==> src/rtl/uart_tx_ctrl.sv <==
// UART transmit controller: one character per valid/ready handshake, serialised as
// start, 7/8 data bits LSB first, optional parity, 1/2 stop bits at a programmable bit rate.
module uart_tx_ctrl #(
    parameter int DIV_W = 16
) (
    input  logic             clk,
    input  logic             reset,
    input  logic [DIV_W-1:0] baud_div,
    input  logic             d_num,
    input  logic             s_num,
    input  logic [1:0]       par,
    input  logic [7:0]       tx_data,
    input  logic             tx_valid,
    output logic             tx_ready,
    output logic             tx,
    output logic             busy,
    output logic             done
);

    typedef enum logic [2:0] {
        IDLE,
        START,
        DATA,
        PARITY,
        STOP
    } state_t;

    state_t           state, state_nxt;
    logic [DIV_W-1:0] cnt, cnt_nxt, div_q;
    logic [2:0]       idx, idx_nxt;
    logic [7:0]       data_q;
    logic             d_q, s_q;
    logic [1:0]       par_q;
    logic             tx_nxt, done_nxt, load;
    logic [7:0]       data_mask;
    logic             par_bit;

    assign tx_ready = (state == IDLE) && !reset;
    assign busy     = (state != IDLE);

    // In 7-bit mode bit 7 is excluded from the parity calculation.
    assign data_mask = d_q ? data_q : {1'b0, data_q[6:0]};
    assign par_bit   = (par_q == 2'd1) ? ~(^data_mask) : (^data_mask);

    always_comb begin
        state_nxt = state;
        cnt_nxt   = cnt;
        idx_nxt   = idx;
        done_nxt  = 1'b0;
        load      = 1'b0;
        tx_nxt    = 1'b1;

        if (state == IDLE) begin
            if (tx_valid) begin
                state_nxt = START;
                cnt_nxt   = baud_div;
                idx_nxt   = '0;
                load      = 1'b1;
            end
        end else if (cnt != '0) begin
            cnt_nxt = cnt - DIV_W'(1);
        end else begin
            cnt_nxt = div_q;
            case (state)
                START: begin
                    state_nxt = DATA;
                    idx_nxt   = '0;
                end
                DATA: begin
                    if (idx == (d_q ? 3'd7 : 3'd6)) begin
                        state_nxt = (par_q != 2'd0) ? PARITY : STOP;
                        idx_nxt   = '0;
                    end else begin
                        idx_nxt = idx + 3'd1;
                    end
                end
                PARITY: begin
                    state_nxt = STOP;
                    idx_nxt   = '0;
                end
                STOP: begin
                    // idx counts stop bits already sent when two are configured.
                    if (s_q && (idx == 3'd0)) begin
                        idx_nxt = 3'd1;
                    end else begin
                        state_nxt = IDLE;
                        idx_nxt   = '0;
                        done_nxt  = 1'b1;
                    end
                end
                default: state_nxt = IDLE;
            endcase
        end

        case (state_nxt)
            START:   tx_nxt = 1'b0;
            DATA:    tx_nxt = data_q[idx_nxt];
            PARITY:  tx_nxt = par_bit;
            default: tx_nxt = 1'b1;
        endcase
    end

    always_ff @(posedge clk) begin
        if (reset) begin
            state  <= IDLE;
            cnt    <= '0;
            idx    <= '0;
            tx     <= 1'b1;
            done   <= 1'b0;
            data_q <= '0;
            d_q    <= 1'b0;
            s_q    <= 1'b0;
            par_q  <= '0;
            div_q  <= '0;
        end else begin
            state <= state_nxt;
            cnt   <= cnt_nxt;
            idx   <= idx_nxt;
            tx    <= tx_nxt;
            done  <= done_nxt;
            if (load) begin
                data_q <= tx_data;
                d_q    <= d_num;
                s_q    <= s_num;
                par_q  <= par;
                div_q  <= baud_div;
            end
        end
    end

endmodule

==> config.mk <==
export PLATFORM = sky130hd
export DESIGN_NAME = uart_tx_ctrl
export DESIGN_NICKNAME = d
export VERILOG_FILES = /design/src/rtl/uart_tx_ctrl.sv
export SDC_FILE = /design/constraint.sdc
export NUM_CORES = 1
export LEC_CHECK = 0
export ABC_AREA = 1
export CAP_MARGIN = 10
export CORE_UTILIZATION = 60
export CTS_BUF_LIST = sky130_fd_sc_hd__clkbuf_16
export DETAILED_ROUTE_END_ITERATION = 8
export PLACE_DENSITY = 0.9
export SLEW_MARGIN = 5
export SYNTH_ARGS = -nofsm -noshare
export SYNTH_HDL_FRONTEND = slang
export SYNTH_SLANG_ARGS = --single-unit
==> constraint.sdc <==
create_clock -name clk -period 4.3 [get_ports clk]
set_input_delay 0.86 -clock clk [delete_from_list [all_inputs] [get_ports clk]]
set_output_delay 0.86 -clock clk [all_outputs]
set_load 0.01 [all_outputs]
# == After elaboration in Yosys (flattened, before gate mapping) ==
# Index checks and enable logic that the tools add are counted.
# totals
ff_bits,52
input_bits,31
# classes
addsub,2
order_cmp,1
n_eq_ne,10
mux,25
bitwise_logic,2
reduce_logical,11
# op_table
cell,n
$mux 16,3
$mux 3,10
$reduce_bool 16->1,1
$sub 16x1->16 const B,1
$eq 3x2->1 const B,4
$pmux 3 s4,1
$pmux 3 s3,1
$mux 8,1
$reduce_xor 8->1,1
$mux 1,7
$eq 3x1->1 const B,2
$logic_not 3->1,2
$lt 3x4->1 const B,1
$reduce_or 4->1,1
$add 3x1->3 const B,1
$bmux 1 s3,1
$eq 3x3->1,1
$eq 3x3->1 const B,1
$pmux 1 s3,1
$reduce_bool 3->1,1
$eq 2x1->1 const B,1
$logic_and 1x1->1,2
$ne 2x2->1 const B,1
$not 1->1,2
3 further kinds,3

# == Longest topological paths before layout ==
# depth
word_depth,9
depth_mapped,13
depth_no_buf,13

# == Least setup slack after synthesis ==
# OpenSTA, ideal clock, no wires.
# synth_timing
kind,in2out
startpoint,input port reset
endpoint,output port tx_ready
arrival_ps,1467
required_time_ps,3440
path_slack_ps,1973
path_stages,3
path_cell_list,buf_1 -> clkbuf_1 -> nor2_1
# synth_between
elab_chain_len,2
# synth_lines
item,line_no,source
"start, declared",7,"input logic reset,"
$logic_not 1->1,38,assign tx_ready = (state == IDLE) && !reset;
$logic_and 1x1->1,38,
"end, declared",14,"output logic tx_ready,"
# No other way between the ends.

# == Worst setup path in the final report ==
# layout_timing
startpoint,register state[1]
endpoint,output port busy
# layout_between
elab_chain_len,1
# layout_lines
item,line_no,source
"start, declared",28,"state_t state, state_nxt;"
"start signal, assigned",116,state <= state_nxt;
$reduce_bool 3->1,39,assign busy = (state != IDLE);
"end, declared",16,"output logic busy,"
# No other way between the ends.

==> summary.md <==
| Metric | Value |
|---|---|
| Leakage power summed over all cells | `1.375 nW` |
| Gr ovfl total | `0` |
| Clock tree root buffer cell | `clkbuf_16` |
| Sequential-to-total area share from yosys stat | `36.19%` |
| Share of post-route cells with drive strength above 1 | `14.11%` |
| Core area | `0.004474 mm2` |
| IR Drop Worst-Case VDD | `0.0004601 V` |
| Number of cells on the worst reg-to-reg path | `11` |
| Die area | `0.005075 mm2` |
| Area share of the leading cell type in the synthesized netlist | `36.19%` |
| Overall die height | `71.24 um` |
| Net Count, Synth | `417` |
| Worst-margin pin slew | `682.6 ps` |
| Detail-routed net length per standard cell | `13.94 um` |
| Number of cell rows | `24` |
| Post-route insts no fill | `463` |
| Arrival time at the worst endpoint | `2150 ps` |
| Crit share post-route | `70.03%` |
| Pin count of the biggest net entering global routing | `53` |
| Outcome | `finished with violations` |
| Boundary Pins | `35` |
| Ys flop type | `dfxtp_1` |
| Number of flops mapped to enable cells by yosys | `0` |
| Warnings, synthesis | `0` |
| Most frequent cell after synthesis | `nand2_1` |
| Post-synthesis cell count | `383` |
| Post-synthesis area per instance | `7.510 um2` |
| Total of hold buffers inserted after clock tree synthesis | `0` |
| Max_slew headroom | `54.44%` |
| Cts repair resizes | `0` |
| Worst-skew pair later-pin latency | `290 ps` |
| Layout Nets | `445` |
| Wire length of the first global-routing pass | `11.05 mm` |
| Placed cell count | `456` |
| Final-report hold violation count | `0` |
| Global-route usage over all layers | `27.52%` |
| Remaining DRCs | `2` |
| Cell class contributing the biggest share of worst-path delay | `buffers and inverters` |
| Cell variety after synth | `36` |
| Failing checks | `DRC` |
| Final routed wirelength across all metal layers | `6.454 mm` |
| Port Buf Inserts | `34` |
| Cell breakdown of the critical path | `inv_2 > nand2_1 > nor2_4 > inv_1 > clkdlybuf4s50_1` |
| Worst hold stages | `2` |
| Power Density | `811.3 mW/mm2` |
| Cts bufs inserted | `5` |
| CTS clock-pin slew for the worst setup and hold paths | `70 ps` |
| Starting DRT DRC Count | `184` |
| Number of global-route vias before repair | `2490` |
| CTS tree | `built` |
| Maximum count of clock buffers along a single path | `2` |
| Routability congestion estimate | `0.8378` |
| Count of buffering cells on the critical path with inverters included | `3` |
| Number of routed nets with antenna violations | `0` |
| Buffer count from post-CTS setup fixing | `0` |
| Worst min path class | `register to register` |
| Proportion of synthesized flip-flops having asynchronous set or reset | `0%` |
| Clock sink total | `52` |
| Placed inst area | `0.003214 mm2` |
| Final number of setup-violating endpoints | `0` |
| Synth Register Bits | `52` |
| Width of the die | `71.24 um` |
| Post-synth top cells | `nand2_1 (88), dfxtp_1 (52), inv_1 (33)` |
| H-tree depth reported by CTS | `2` |
| Critical Path Max Stage Delay | `670 ps` |
| Setup CP Type | `register to primary output` |
| Setup Skew | `4.894 ps` |
| Biggest area consumer among synthesized cells | `dfxtp_1` |
| Max-cap violations | `0` |
| Initial antenna violation count | `0` |
| Area grow syn2layout | `16.35%` |
| Max Clk Rate | `332.1 MHz` |
| Final instance area | `0.003347 mm2` |
| Highest fanout seen on the critical path | `16` |
| CP startpoint kind | `register` |
| Via count | `2628` |
| Cell types with the largest area share after synthesis | `dfxtp_1 (36%), nand2_1 (11%), inv_1 (4.3%)` |
| Initial Utilization | `64.29%` |
| Number of logic stages on the critical path including buffering | `5` |
| ANT cells | `0` |
| Setup repair after global routing missed its margin | `no` |
| Slowest CP cell | `clkdlybuf4s50_1` |
| Type of destination of the critical path | `primary output` |
| Final-report max-slew violation count | `0` |
| Critical Path RT | `3440 ps` |
| Placed wire-length estimate | `4.418 mm` |
| Length of the first detailed-routing pass in iterations | `7` |
| Final worst path period need | `3011 ps` |
| Setup TNS Final | `0 ps` |
| Cell area after synthesis | `0.002877 mm2` |
| DR vias/cell | `5.676` |
worst paths after layout:
path	from	endpoint	slack [ps]
setup / recovery	state[1]	busy	1290
hold / removal	div_q[2]	div_q[2]	470
setup reg to reg	cnt[0]	tx	2300
hold reg to reg	div_q[2]	div_q[2]	470
power by group:
part / internal, mW / total (mW) / switching (mW)
logic: 0.548 / 1.54 / 0.995
registers: 0.648 / 0.793 / 0.145
clock network: 0.209 / 0.380 / 0.172
total: 1.40 / 2.72 / 1.31
sequential cells by signal (all words and copies together), names as in the netlist, 2 cells and up:
signal / flops
cnt: 16
data_q: 8
div_q: 16
idx: 3
par_q: 2
state: 3
metrics by stage:
| stage | power [mW] | hold slack, ps | util [%] | worst slack, ps |
|---|---|---|---|---|
| 2_1_floorplan | 2.011 | 440.5 | - | 1973 |
| 3_5_place_dp | 2.309 | 456.2 | 71.84 | 1626 |
| 5_1_grt | 2.929 | 492.4 | 74.80 | 1190 |
| 4_1_cts | 2.708 | 466.1 | 74.80 | 1274 |
| 3_3_place_gp | 2.254 | 450.9 | 71.84 | 1664 |
| 6_report | 2.716 | 465.7 | 74.80 | 1289 |
worst reg2reg max path: stages, from the launching register on:
cell	delay, ps
dfxtp_1	330
inv_1	130
ha_1	280
nand3_2	150
nor2_1	240
nand3_2	140
nand3_2	170
nand3_1	120
nand3_1	100
nand3_1	90
nand3_1	90
nand2_1	40
layout by cell type (no fill, tap or decap), types with 3 or more instances in the layout:
cell type,instances
nand2_1,88
dfxtp_1,52
inv_1,33
clkdlybuf4s50_1,33
nor2_1,29
nand3_1,23
a21oi_1,23
a31oi_1,14
nand3_2,12
o21ai_0,10
a211oi_1,10
xor2_1,8
inv_2,7
nor2_4,7
o211ai_1,7
nor2_2,5
nand2_2,5
xnor2_1,5
clkbuf_16,5
nand4_1,4
o211ai_2,4
a21oi_2,3
o21ai_1,3
ha_1,3
cells by family after synthesis:
family | after synthesis | synth area share, %
fa+ha+maj | 3 | 1.305
buf+inv | 56 | 8.134
compound gates | 78 | 18.18
xor+xnor | 13 | 3.958
simple gates | 181 | 32.23
flops | 52 | 36.19
per-layer routing:
layer	track usage, %	share of wire [%]	vias up
met5	0	0	-
met2	49.31	52	86
li1	-	-	1326
met1	32.89	41	1212
met4	7.778	0.62	0
met3	6.470	5.9	4
final cells by class:
cell class | instances | area [um2]
repair buffers | 36 | 350.3
clock inverters | 2 | 7.507
inverters | 41 | 156.4
multi-input cells | 275 | 1602
flip-flops and latches | 52 | 1041
well taps | 52 | 65.06
fillers | 342 | 1127
clock buffers | 5 | 125.1
Power figures use the tool's default switching activity.
==> edit 1: new RTL, config.mk and constraints unchanged <==
Reset style: asynchronous (`reset`), changed in one clocked block.
--- a/src/rtl/uart_tx_ctrl.sv
+++ b/src/rtl/uart_tx_ctrl.sv
@@ -100,7 +100,7 @@
         endcase
     end
 
-    always_ff @(posedge clk) begin
+    always_ff @(posedge clk or posedge reset) begin
         if (reset) begin
             state  <= IDLE;
             cnt    <= '0;
Formal check against the unedited RTL: differs if reset is asserted again (counterexample within 4 cycles, from zero or initial values and one cycle with reset high); with reset held inactive, the same outputs for 10 cycles.
==> edit 1 against the unedited design <==
- global-route usage grew 1.1 points
- count of clock-buffer cells in the layout is the same
- sequential share of layout area grew 6.1 points
- final area grew 4.6%
- setup slack gained 0.12 ns
- synthesized area grew 3.8%
- sequential cell count is the same
- routed wire length grew 3.7%
- synthesized cell count shrank 5.0%
- largest cell class unchanged
Power is left out: it rests on default switching activity, and per cell area and clock period it moved more than threefold.
==> edit 1: results (changes against the unedited design) <==
| Metric | Value |
|---|---|
| Vias in the first global route | 2496 (+0.24%) |
| Adder-Cell Fraction of Synth Area | 1.26% (-0.048 points) |
| Met2 Routed Length | 3320 um (-2.0%) |
| Initial DRC count | 231 (+26%) |
| First-pass GRT wire length | 11400 um (+3.1%) |
| Critical Path AT | 2.03 ns (-0.12 ns) |
| Relative slew slack | 29.4% (-25 points) |
| Synth Area per Inst | 8.20 um2 (+9.2%) |
| Hold wc startpoint | div_q[15] |
| Post-cts sizing count | 0 (unchanged) |
| Sequential fraction of the synthesis area | 43.6% (+7.4 points) |
| Share of cells above drive strength 1 | 13.3% (-0.80 points) |
| Fill count | 362 (+5.8%) |
| Ant. Diodes | 0 (unchanged) |
| Worst Path Max Fanout | 16 (unchanged) |
| Wire length per cell | 14.4 um (+3.2%) |
| Non-Filler Instances | 465 (+0.43%) |
| Cell count after placement | 457 (+0.22%) |
| Routability Congestion | 0.791 (-5.6%) |
| Post-Synth XOR/XNOR Area | 3.81% (-0.15 points) |
| Port bufs | 34 (unchanged) |
| Placed cell areas | 3370 um2 (+4.7%) |
| Initial antenna violation count | 0 (unchanged) |
| Biggest regs | cnt x16, div_q x16, data_q x8 |
| Met1 wire length | 2820 um (+6.6%) |
| Cell variety after synth | 37 (+2.8%) |
| CTS H-tree lvls | 2 (unchanged) |
| First drt pass iteration count | 6 (-1) |
| Post-DP HPWL | 4670 um (+5.7%) |
| Root Driver | clkbuf_16 |
| Crit path from | state[0] |
| # nets final | 431 (-3.1%) |
| Vias | 2590 (-1.4%) |
| Largest stage delay, worst path | 0.54 ns (-0.13 ns) |
| Post-synth top cells | 97 x nand2_1, 51 x dfrtp_1, 38 x inv_1, 28 x nand3_1, 21 x nor2_1 |
| Synth warnings | 0 (unchanged) |
| Met3 wire len | 401 um (+4.7%) |
| Clock skew | 0.00894 ns (+0.00404 ns) |
| Ranking of synthesized cells by area | dfrtp_1 43%, nand2_1 12%, inv_1 4.8% |
| Total CTS buffers | 5 (unchanged) |
| Slowest-stage cell, CP | clkdlybuf4s50_1 |
| Clock transition at path regs | 0.07 ns (about the same) |
| Post-synth ARST share | 100% (+100 points) |
| Synth Area in Compound Gates | 13.0% (-5.2 points) |
| Outcome | completed |
| Multiplexer share of the synthesized area | 0% (unchanged) |
| Largest net degree at the start of global routing | 53 (unchanged) |
| Gr usage total | 28.7% (+1.1 points) |
| Post-CTS setup buffers | 0 (unchanged) |
| Synth Net Count | 398 (-4.6%) |
| Hold Crit Class | flip-flop to flip-flop |
edit 1: cell count changes in the layout (fill, tap and decap cells not counted), moves of 10 or more:
cell      before  now
dfrtp_1        0   51
a31oi_1       14    1
a211oi_1      10    0
a21oi_1       23    4
dfxtp_1       52    0
edit 1: final cells by class:
| class | instances | area, um2 | area share [%] |
|---|---|---|---|
| clock buffer | 5 | 125 | 3.57 |
| multi-input combinational | 255 | 1450 | 41.4 |
| tap | 67 | 83.8 | 2.39 |
| inverter | 48 | 183 | 5.22 |
| timing repair buffer | 35 | 348 | 9.93 |
| sequential | 52 | 1300 | 37.2 |
| clock inverter | 3 | 11.3 | 0.322 |
edit 1: critical path, delay by kind of cell, from the launching register on:
kind,cells,cell delay [ns]
buffers and inverters,3,0.88
AND/OR/NAND/NOR,3,0.44
flip-flops,1,0.42
edit 1: through the flow:
stage	utilization, %	hold WS [ns]	worst slack (ns)
after floorplan	-	0.444	2.18
after global placement	70.8	0.459	1.51
after detailed placement	70.8	0.461	1.37
after CTS	73.7	0.477	1.41
after global routing	73.7	0.499	1.32
final	73.7	0.483	1.41
edit 1: path summary, 6_finish.rpt:
kind / endpoint / slack [ns] / depth (start not counted)
worst max register to register: cnt[12] / 1.71 / 7
worst min-delay path: div_q[15] / 0.48 / 2
min in group asynchronous: cnt[6] / 1.18 / 2
max in group asynchronous: div_q[12] / 2.47 / 2
worst min register to register: div_q[15] / 0.48 / 2
worst max-delay path: tx_ready / 1.41 / 6
edit 1: layer usage:
metal	up-vias	global-route usage (%)
li1	1250	-
met1	1227	36.6
met2	97	47.8
met3	16	5.69
met4	0	11.8
met5	-	0
==> edit 2: new RTL, config.mk and constraints unchanged <==
Made on the original files. `DIV_W`: 16 -> 18.
--- a/src/rtl/uart_tx_ctrl.sv
+++ b/src/rtl/uart_tx_ctrl.sv
@@ -1,7 +1,7 @@
 // UART transmit controller: one character per valid/ready handshake, serialised as
 // start, 7/8 data bits LSB first, optional parity, 1/2 stop bits at a programmable bit rate.
 module uart_tx_ctrl #(
-    parameter int DIV_W = 16
+    parameter int DIV_W = 18
 ) (
     input  logic             clk,
     input  logic             reset,
Ports: changed (resized baud_div); port bits go from 35 to 37. No check against the original RTL was run, so the function may have changed too.
==> edit 2 against the unedited design <==
- final area is 1.8% higher
- combinational power fell by 19%
- synthesized area rose by 1.4%
- setup slack lost 0.063 ns
- critical endpoint is now tx_ready
- critical path type unchanged
- routed wire length rose by 5.0%
- sequential cell count increased by 4
- non-clock buffer count increased by 1
- total power is 8.3% lower
- register-to-register slack worse by 0.37 ns
==> edit 2: results (changes against the unedited design) <==
| Metric | Value |
|---|---|
| Outcome | completed |
| Wire length per cell | 13.8 um (-1.0%) |
| Peak supply drop | 0.396 mV (-14%) |
| Top_reg_cell synth | dfxtp_1 |
| Post-cts sizing count | 0 (unchanged) |
| Post-DP HPWL | 4530 um (+2.6%) |
| Port bufs | 36 (+5.9%) |
| Hold Crit Class | flip-flop to flip-flop |
| Routability Congestion | 0.828 (-1.2%) |
| Sequential fraction of the synthesis area | 38.4% (+2.2 points) |
| Register-to-register setup slack | 1.93 ns (-0.37 ns) |
| # nets final | 472 (+6.1%) |
| Die Area | 5140 um2 (+1.4%) |
| Hold Path Depth | 2 (unchanged) |
| Vias per std cell | 5.78 (+1.9%) |
| Post-Synth XOR/XNOR Area | 4.80% (+0.85 points) |
| Internal power | 1350 uW (-3.9%) |
| Synth Net Count | 445 (+6.7%) |
| Total CTS buffers | 5 (unchanged) |
| CTS H-tree lvls | 2 (unchanged) |
| Critical R2R Launch | state[1] |
| Largest net degree at the start of global routing | 47 (-11%) |
| Share of cells above drive strength 1 | 7.78% (-6.3 points) |
| Synth warnings | 0 (unchanged) |
| First drt pass iteration count | 5 (-2) |
| Clock skew | 0.00557 ns (+0.000675 ns) |
| Worst hold endpoint | div_q[3] |
| Gr usage total | 28.3% (+0.78 points) |
| Placed cell areas | 3260 um2 (+1.4%) |
| Power share of the sequential group | 33.2% (+4.0 points) |
| Worst r2r dst | tx |
| Initial DRC count | 262 (+42%) |
| Post-synth ARST share | 0% (unchanged) |
| Later-pin clock latency in the skew report | 0.30 ns |
| Synth Area in Compound Gates | 18.3% (+0.14 points) |
| Hold wc startpoint | div_q[3] |
| Adder-Cell Fraction of Synth Area | 1.29% (-0.018 points) |
| Vias in the first global route | 2694 (+8.2%) |
| Ranking of synthesized cells by area | dfxtp_1 38%, nand2_1 13%, a21oi_1 6.3% |
| Post-synth top cells | 98 x nand2_1, 56 x dfxtp_1, 37 x a21oi_1, 34 x inv_1, 29 x nor2_1 |
| Slew of the pin with the lowest slew margin | 0.817 ns (+0.135 ns) |
| Biggest regs | cnt x18, div_q x18, data_q x8 |
| Leak | 0.00142 uW (+3.2%) |
| Critical Path AT | 2.21 ns (+0.06 ns) |
| Ant. Diodes | 0 (unchanged) |
| Post-CTS setup buffers | 0 (unchanged) |
| Clock transition at path regs | 0.07 ns (about the same) |
| Hold-fix buffers, CTS | 0 (unchanged) |
| Cell variety after synth | 33 (-8.3%) |
| CTS max path bufs | 2 (unchanged) |
| First-pass GRT wire length | 11600 um (+5.1%) |
| Multiplexer share of the synthesized area | 0% (unchanged) |
| Worst reg2reg path depth | 11 (unchanged) |
## edit 2: cell types whose count changed after synthesis, moves of 5 or more
cell      change
o21ai_0      +12
a21oi_1      +14
nand3_2      -11
a211oi_1     -10
o211ai_1      +5
nand2_1      +10
xor2_1        +5
## edit 2: logic make-up after synthesis
kind of cell,Yosys count
DFF,56
buffers and inverters,57
adders and majority gates,3
AOI/OAI and AO/OA,93
and+or+nand+nor,184
xor gates and xnor gates,16
## edit 2: layer usage
metal	part of all wire (%)	GRT usage, %
met1	44	36.6
met2	48	46.2
met3	6.7	6.61
met4	1.9	10.2
met5	0	0
## edit 2: worst max-delay path by stage
stage               end  slack (ns)  startpoint  cells after the start
2_1_floorplan  tx_ready        1.99       reset                      3
6_report       tx_ready        1.23    state[1]                      6
4_1_cts        tx_ready        1.29    state[1]                      6
3_5_place_dp   tx_ready        1.33       reset                      3
5_1_grt        tx_ready        1.13    state[1]                      6
3_3_place_gp   tx_ready        1.32       reset                      3
## edit 2: layout make-up
cell class / instances / area, um2
timing repair buffer: 37 / 368
clock inverter: 3 / 22.5
multi-input combinational: 296 / 1550
tap: 54 / 67.6
inverter: 40 / 150
fill: 386 / 1280
clock buffer: 5 / 125
sequential: 56 / 1120
## edit 2: worst max-delay path, stage by stage, from the launching register on
cell,delay [ns]
dfxtp_1,0.36
inv_2,0.11
nand2_1,0.09
nor2_4,0.25
inv_2,0.22
nor2_1,0.28
clkdlybuf4s50_1,0.60
## edit 2: stage by stage
step	cells	utilization [%]	hold WS, ns	setup slack, ns
after global routing	491	72.6	0.479	1.13
after detailed placement	483	69.5	0.452	1.33
after CTS	491	72.6	0.464	1.29
after global placement	483	69.5	0.449	1.32
final	491	72.6	0.464	1.23
after floorplan	409	-	0.442	1.99
## edit 2: power groups by stage
stage	Sequential (uW)	Clock (uW)	Combinational [uW]
floorplan	792	0	1010
global placement	823	0	1190
detailed placement	830	0	1220
CTS	822	417	1240
global route	844	435	1400
finish	827	411	1250
